<file path="config.mk">
export PLATFORM = sky130hd
export DESIGN_NAME = rs_encoder_top
export DESIGN_NICKNAME = d
export VERILOG_FILES = /design/src/rtl/rs_encoder_top.sv
export SDC_FILE = /design/constraint.sdc
export NUM_CORES = 2
export LEC_CHECK = 0
export CAP_MARGIN = 30
export CORE_ASPECT_RATIO = 1.2
export CORE_UTILIZATION = 52
export DETAILED_ROUTE_END_ITERATION = 8
export PLACE_DENSITY = 0.74
export SKIP_LAST_GASP = 1
export SYNTH_ARGS = -nofsm -noshare
export SYNTH_HDL_FRONTEND = slang
export SYNTH_SLANG_ARGS = --single-unit
</file>
<file path="constraint.sdc">
create_clock -name clk_in -period 4.7 [get_ports clk_in]
set_input_delay 0.47 -clock clk_in [delete_from_list [all_inputs] [get_ports clk_in]]
set_output_delay 0.47 -clock clk_in [all_outputs]
set_load 0.005 [all_outputs]
</file>
<file path="src/rtl/rs_encoder_top.sv">
// Interleaved CCSDS RS(255,223) encoder: data bytes pass through, then I*32 interleaved parity bytes.
// Optional macro RS_DUAL_BASIS_EN selects Berlekamp dual-basis symbols (LRPT mode).
module rs_encoder_top #(
    parameter int INTERLEAVE = 4,
    parameter int DATA_LEN   = 223,
    parameter int PARITY_LEN = 32
) (
    input  logic       clk_in,
    input  logic       rst_in,
    input  logic       new_cvcdu,
    input  logic       valid_in,
    input  logic [7:0] symbol_in,
    output logic       ready_out,
    output logic       valid_out,
    output logic [7:0] symbol_out,
    output logic       last_out,
    input  logic       ready_in
);
    localparam int DATA_BYTES = DATA_LEN * INTERLEAVE;
    localparam int PAR_BYTES  = PARITY_LEN * INTERLEAVE;
    localparam int CNT_W      = $clog2(DATA_BYTES + 1);
    localparam int CW_W       = (INTERLEAVE > 1) ? $clog2(INTERLEAVE) : 1;
    localparam logic [CNT_W-1:0] LAST_DATA = CNT_W'(DATA_BYTES - 1);
    localparam logic [CNT_W-1:0] LAST_PAR  = CNT_W'(PAR_BYTES - 1);
    localparam logic [CW_W-1:0]  LAST_CW   = CW_W'(INTERLEAVE - 1);
    localparam logic [CW_W-1:0]  CW_AFTER_FIRST = CW_W'((INTERLEAVE > 1) ? 1 : 0);

    function automatic logic [7:0] xtime(input logic [7:0] a);
        return {a[6:0], 1'b0} ^ (a[7] ? 8'h87 : 8'h00);
    endfunction

    function automatic logic [7:0] gf_mul(input logic [7:0] a, input logic [7:0] b);
        logic [7:0] acc;
        logic [7:0] sh;
        acc = 8'h00;
        sh  = a;
        for (int i = 0; i < 8; i++) begin
            if (b[i]) acc ^= sh;
            sh = xtime(sh);
        end
        return acc;
    endfunction

    // g(x) = prod (x + alpha^(11j)), j = 112..143, built at elaboration
    function automatic logic [8*(PARITY_LEN+1)-1:0] gen_poly();
        logic [7:0] g [PARITY_LEN+1];
        logic [7:0] root;
        logic [8*(PARITY_LEN+1)-1:0] packed_g;
        for (int k = 0; k <= PARITY_LEN; k++) g[k] = (k == 0) ? 8'h01 : 8'h00;
        for (int j = 112; j < 112 + PARITY_LEN; j++) begin
            root = 8'h01;
            for (int e = 0; e < (11 * j) % 255; e++) root = xtime(root);
            for (int k = PARITY_LEN; k > 0; k--) g[k] = g[k-1] ^ gf_mul(g[k], root);
            g[0] = gf_mul(g[0], root);
        end
        for (int k = 0; k <= PARITY_LEN; k++) packed_g[8*k +: 8] = g[k];
        return packed_g;
    endfunction

    localparam logic [8*(PARITY_LEN+1)-1:0] GEN = gen_poly();

    typedef enum logic [1:0] {ST_IDLE, ST_DATA, ST_PARITY} state_t;

    state_t           state_reg;
    logic [CNT_W-1:0] cnt_reg;
    logic [CW_W-1:0]  cw_reg;
    logic [7:0]       par_reg [INTERLEAVE][PARITY_LEN];
    logic             valid_reg;
    logic [7:0]       sym_reg;
    logic             last_reg;

    logic       out_free;
    logic       accept;
    logic       restart;
    logic       advance_data;
    logic [7:0] enc_in;
    logic [7:0] fb;
    logic [7:0] par_top;
    logic [7:0] par_out;
    logic [7:0] upd_bank [PARITY_LEN];

    assign out_free     = !valid_reg || ready_in;
    assign ready_out    = (state_reg != ST_PARITY) && out_free;
    assign accept       = valid_in && ready_out;
    assign restart      = accept && new_cvcdu;
    assign advance_data = accept && !new_cvcdu && (state_reg == ST_DATA);
    assign par_top      = par_reg[cw_reg][PARITY_LEN-1];

`ifdef RS_DUAL_BASIS_EN
    // Row k of the conventional-to-dual matrix is packed at bits [8k+7:8k]
    localparam logic [63:0] TAL = 64'h8def_ec86_fa99_af7b;

    function automatic logic [7:0] to_dual(input logic [7:0] x);
        logic [7:0] y;
        y = 8'h00;
        for (int k = 0; k < 8; k++) if (x[k]) y ^= TAL[8*k +: 8];
        return y;
    endfunction

    function automatic logic [63:0] inv_cols();
        logic [63:0] cols;
        cols = '0;
        for (int b = 0; b < 8; b++)
            for (int x = 0; x < 256; x++)
                if (to_dual(8'(x)) == 8'(1 << b)) cols[8*b +: 8] = 8'(x);
        return cols;
    endfunction

    localparam logic [63:0] TAL_INV = inv_cols();

    function automatic logic [7:0] from_dual(input logic [7:0] y);
        logic [7:0] x;
        x = 8'h00;
        for (int b = 0; b < 8; b++) if (y[b]) x ^= TAL_INV[8*b +: 8];
        return x;
    endfunction

    assign enc_in  = from_dual(symbol_in);
    assign par_out = to_dual(par_top);
`else
    assign enc_in  = symbol_in;
    assign par_out = par_top;
`endif

    // A restarting byte sees an all-zero bank, so the feedback ignores the stale register
    assign fb = enc_in ^ (restart ? 8'h00 : par_top);

    generate
        for (genvar gi = 0; gi < PARITY_LEN; gi++) begin : g_tap
            localparam logic [7:0] G_K = GEN[8*gi +: 8];
            if (gi == 0) begin : g_first
                assign upd_bank[gi] = gf_mul(fb, G_K);
            end else begin : g_rest
                assign upd_bank[gi] = (restart ? 8'h00 : par_reg[cw_reg][gi-1]) ^ gf_mul(fb, G_K);
            end
        end
    endgenerate

    always_ff @(posedge clk_in or negedge rst_in) begin
        if (!rst_in) begin
            state_reg <= ST_IDLE;
            cnt_reg   <= '0;
            cw_reg    <= '0;
            valid_reg <= 1'b0;
            sym_reg   <= 8'h00;
            last_reg  <= 1'b0;
            for (int b = 0; b < INTERLEAVE; b++)
                for (int k = 0; k < PARITY_LEN; k++) par_reg[b][k] <= 8'h00;
        end else begin
            if (out_free) begin
                if (restart || advance_data) begin
                    valid_reg <= 1'b1;
                    sym_reg   <= symbol_in;
                    last_reg  <= 1'b0;
                end else if (state_reg == ST_PARITY) begin
                    valid_reg <= 1'b1;
                    sym_reg   <= par_out;
                    last_reg  <= (cnt_reg == LAST_PAR);
                end else begin
                    valid_reg <= 1'b0;
                    last_reg  <= 1'b0;
                end
            end

            if (restart) begin
                for (int b = 0; b < INTERLEAVE; b++)
                    for (int k = 0; k < PARITY_LEN; k++)
                        par_reg[b][k] <= (b == 0) ? upd_bank[k] : 8'h00;
                cnt_reg   <= CNT_W'(1);
                cw_reg    <= CW_AFTER_FIRST;
                state_reg <= ST_DATA;
            end else if (advance_data) begin
                for (int k = 0; k < PARITY_LEN; k++) par_reg[cw_reg][k] <= upd_bank[k];
                if (cnt_reg == LAST_DATA) begin
                    state_reg <= ST_PARITY;
                    cnt_reg   <= '0;
                    cw_reg    <= '0;
                end else begin
                    cnt_reg <= cnt_reg + CNT_W'(1);
                    cw_reg  <= (cw_reg == LAST_CW) ? '0 : cw_reg + CW_W'(1);
                end
            end else if (state_reg == ST_PARITY && out_free) begin
                for (int k = 0; k < PARITY_LEN; k++)
                    par_reg[cw_reg][k] <= (k == 0) ? 8'h00 : par_reg[cw_reg][k-1];
                if (cnt_reg == LAST_PAR) begin
                    state_reg <= ST_IDLE;
                    cnt_reg   <= '0;
                    cw_reg    <= '0;
                end else begin
                    cnt_reg <= cnt_reg + CNT_W'(1);
                    cw_reg  <= (cw_reg == LAST_CW) ? '0 : cw_reg + CW_W'(1);
                end
            end
        end
    end

    assign valid_out  = valid_reg;
    assign symbol_out = sym_reg;
    assign last_out   = last_reg;

endmodule

</file>
==> results.yml <==
setup_path:
  cp_cell_sequence: "buf_4 > mux4_2 > o31ai_1 > xor2_2 > xnor3_1 > xnor2_1 > buf_4 > and2_1 > buf_4 > xor2_1 > o31ai_1"
  crit_required_ns: 5.33
  critPathSlowestCell: "dfrtp_4"
  reg2regPathDepth: 11
  critical_path.endpoint: "par_reg[98]"
  cp_top_family: "XOR/XNOR gates"
  r2r_end: "par_reg[98]"
  worstSetupEndpointType: "register"
  critPathBufInv: 3
  timing.rr.start: "cw_reg[0]"
  cp_slowest_stage_delay_ns: 0.69
  r2r_setup_slack_ns: 0.19
  cpMostUsedCell: "buf_4"
  critPathArrivalTime_ns: 5.14
  cp-startpoint: "cw_reg[0]"
  worstSetupPathType: "register to register"
  crit_cells: 11
  critical_path_peak_fanout: 18
  start_kind: "register"
timing:
  setup_tns_ns: 0
  setup_viol: 0
  fmax_mhz: 222
  tightest_slew_ns: 1.09
  min_period_ns: 4.51
  fin_crit_sh_pct: 96.0
  rsz0062_at_grt: "false"
  clock_skew_ns: 0.0380
  slew_violations: 0
  relSlewSlack_pct: 27.5
  finalHoldViolations: 0
finish:
  layout-drive-gt1-share_pct: 14.0
  fill_cells: 9251
  fin_nets: 5859
  mostFrequentLayoutCells: "1046 x dfrtp_1, 930 x nand2_1, 750 x o21ai_0, 549 x nor2_1, 362 x a21oi_1"
  largest_reg_flops: 1024
  mostFrequentLayoutCell: "dfrtp_1"
  regArea_um2: 26200
  multi_input_area_um2: 30300
  syn_to_final_growth_pct: 10.8
die:
  dieArea_um2: 114000
  die_h_um: 369
  fp.coreArea_um2: 111000
  boundaryPins: 24
  rows: 134
  start_util_pct: 52.4
  fp.dieW_um: 308
logic_synthesis:
  syn_avg_cell_area_um2: 9.70
  synth_compound_area_share_pct: 17.3
  synth_xor_area_share_pct: 7.52
  postSynthCellCount: 6019
  yosys_warnings: 0
  synth.distinct_cells: 67
  syn-cell-area_um2: 58400
  synthAdderAreaFrac_pct: 0.107
  synth-simple-area-share_pct: 13.3
  ys.flop_type: "dfrtp_1"
  synth-seq-cells: 1048
  synthMuxAreaShare_pct: 13.2
  syn_nets: 6037
  ys_seq_area_share_pct: 44.9
  synth_edf_count: 0
  synth_top_family_by_area: "compound AO/OA/AOI/OAI gates"
  synth-async-reset-ratio_pct: 100
flow_run:
  drv_cap: 0
place:
  place_congestion: 0.937
  dp_hpwl_um: 119000
  io_buffers: 23
detailed_routing:
  viasPerCell: 6.62
  dr_total_vias: 49200
  dr.max_layer_used: "met4"
  wl_um: 193000
  drt-initial-drc-count: 5907
  dr_wl_met2_um: 88400
  drtPass1Iterations: 8
  dr_wl_met3_um: 21400
  wl_per_cell_um: 26.0
  wl_met1_um: 70500
  drc: 0
  detail-route-antenna-nets: 0
clock_tree:
  cts_inserted_buffers: 107
  cts.path.max_buffers: 3
  clk_latency_ns: 0.75
  cts_tree: "done"
  clock_sinks: 1048
  root_buffer: "clkbuf_16"
  htreeDepth: 3
  clk_pin_slew_worst_paths_ns: 0.06
global_route:
  grt_overflow: 0
  grt_use_total_pct: 34.1
  grt_pass1_vias: 49000
  antenna_found_initial: 1
  grt_pass1_wl_um: 296000
  grt_max_degree: 200
run_status:
  status: "completed"
worst_hold_path:
  hold_path_class: "input pin to asynchronous set/reset pin"
-- through the flow --
stage          instance area, µm²  hold WS, ns  worst slack [ns]  utilization, %  std cells
2_1_floorplan               58400        0.174             0.804               -       6019
3_3_place_gp                60900        0.445             0.343            54.7       7225
3_5_place_dp                61000        0.450             0.300            54.8       7227
4_1_cts                     64700        0.460             0.236            58.1       7423
5_1_grt                     64700        0.481            0.0654            58.1       7423
6_report                    64700        0.428             0.186            58.1       7425
-- worst reg2reg max path, cell delays in order, from the launching register on --
cell and delay (ns):
dfrtp_4 0.69, buf_4 0.31, mux4_2 0.68, o31ai_1 0.18, xor2_2 0.44, xnor3_1 0.62
xnor2_1 0.46, buf_4 0.31, and2_1 0.26, buf_4 0.17, xor2_1 0.07, o31ai_1 0.24
-- layout make-up --
type,instances,area share (%)
antenna,2,0.00774
multi-input combinational,4438,46.8
tap,1496,2.89
inverter,5,0.0290
timing repair buffer,241,4.01
sequential,1048,40.6
clock inverter,44,0.836
clock buffer,151,4.90
-- cell families after synthesis --
family,Yosys count
DFF,1048
buffers and inverters,533
AOI/OAI and AO/OA,1714
xor gates and xnor gates,401
and+or+nand+nor,1877
adders and majority gates,5
muxes,441
-- repair_timing --
action,4_1_cts,5_1_grt
hold endpoints to repair,73,0
hold buffers,1,0
setup buffers,0,0
gates resized for setup,0,0
-- how the worst min path moves through the flow --
| stage | slack [ns] | cells after the start | end | start |
|---|---|---|---|---|
| after floorplan | 0.17 | 0 | cnt_reg[0] | rst_in |
| after global placement | 0.45 | 2 | par_reg[366] | par_reg[366] |
| after detailed placement | 0.45 | 2 | par_reg[371] | par_reg[371] |
| after CTS | 0.46 | 2 | par_reg[140] | rst_in |
| after global routing | 0.48 | 2 | par_reg[366] | par_reg[366] |
| final | 0.43 | 2 | par_reg[876] | rst_in |
-- layer usage --
layer	global-route usage (%)	vias to the layer above
li1	-	21000
met5	0	-
met2	53.5	3069
met4	20.8	0
met1	43.1	24400
met3	7.34	720
-- synth_stat cells, drive strengths merged, types with 116 or more instances --
cell    instances  area, µm²
dfrtp        1048      26200
nand2         943       3540
o21ai         770       3850
nor2          558       2110
clkbuf        418       1570
a21oi         366       1830
mux4          256       5770
xnor2         216       2150
nand3         177        886
xor2          151       1460
o21a          131        983
mux2i         116       1160
Power is left out: the tool's default activity adds up to more than one toggle a clock period on the data nets, which glitch-free logic cannot reach.
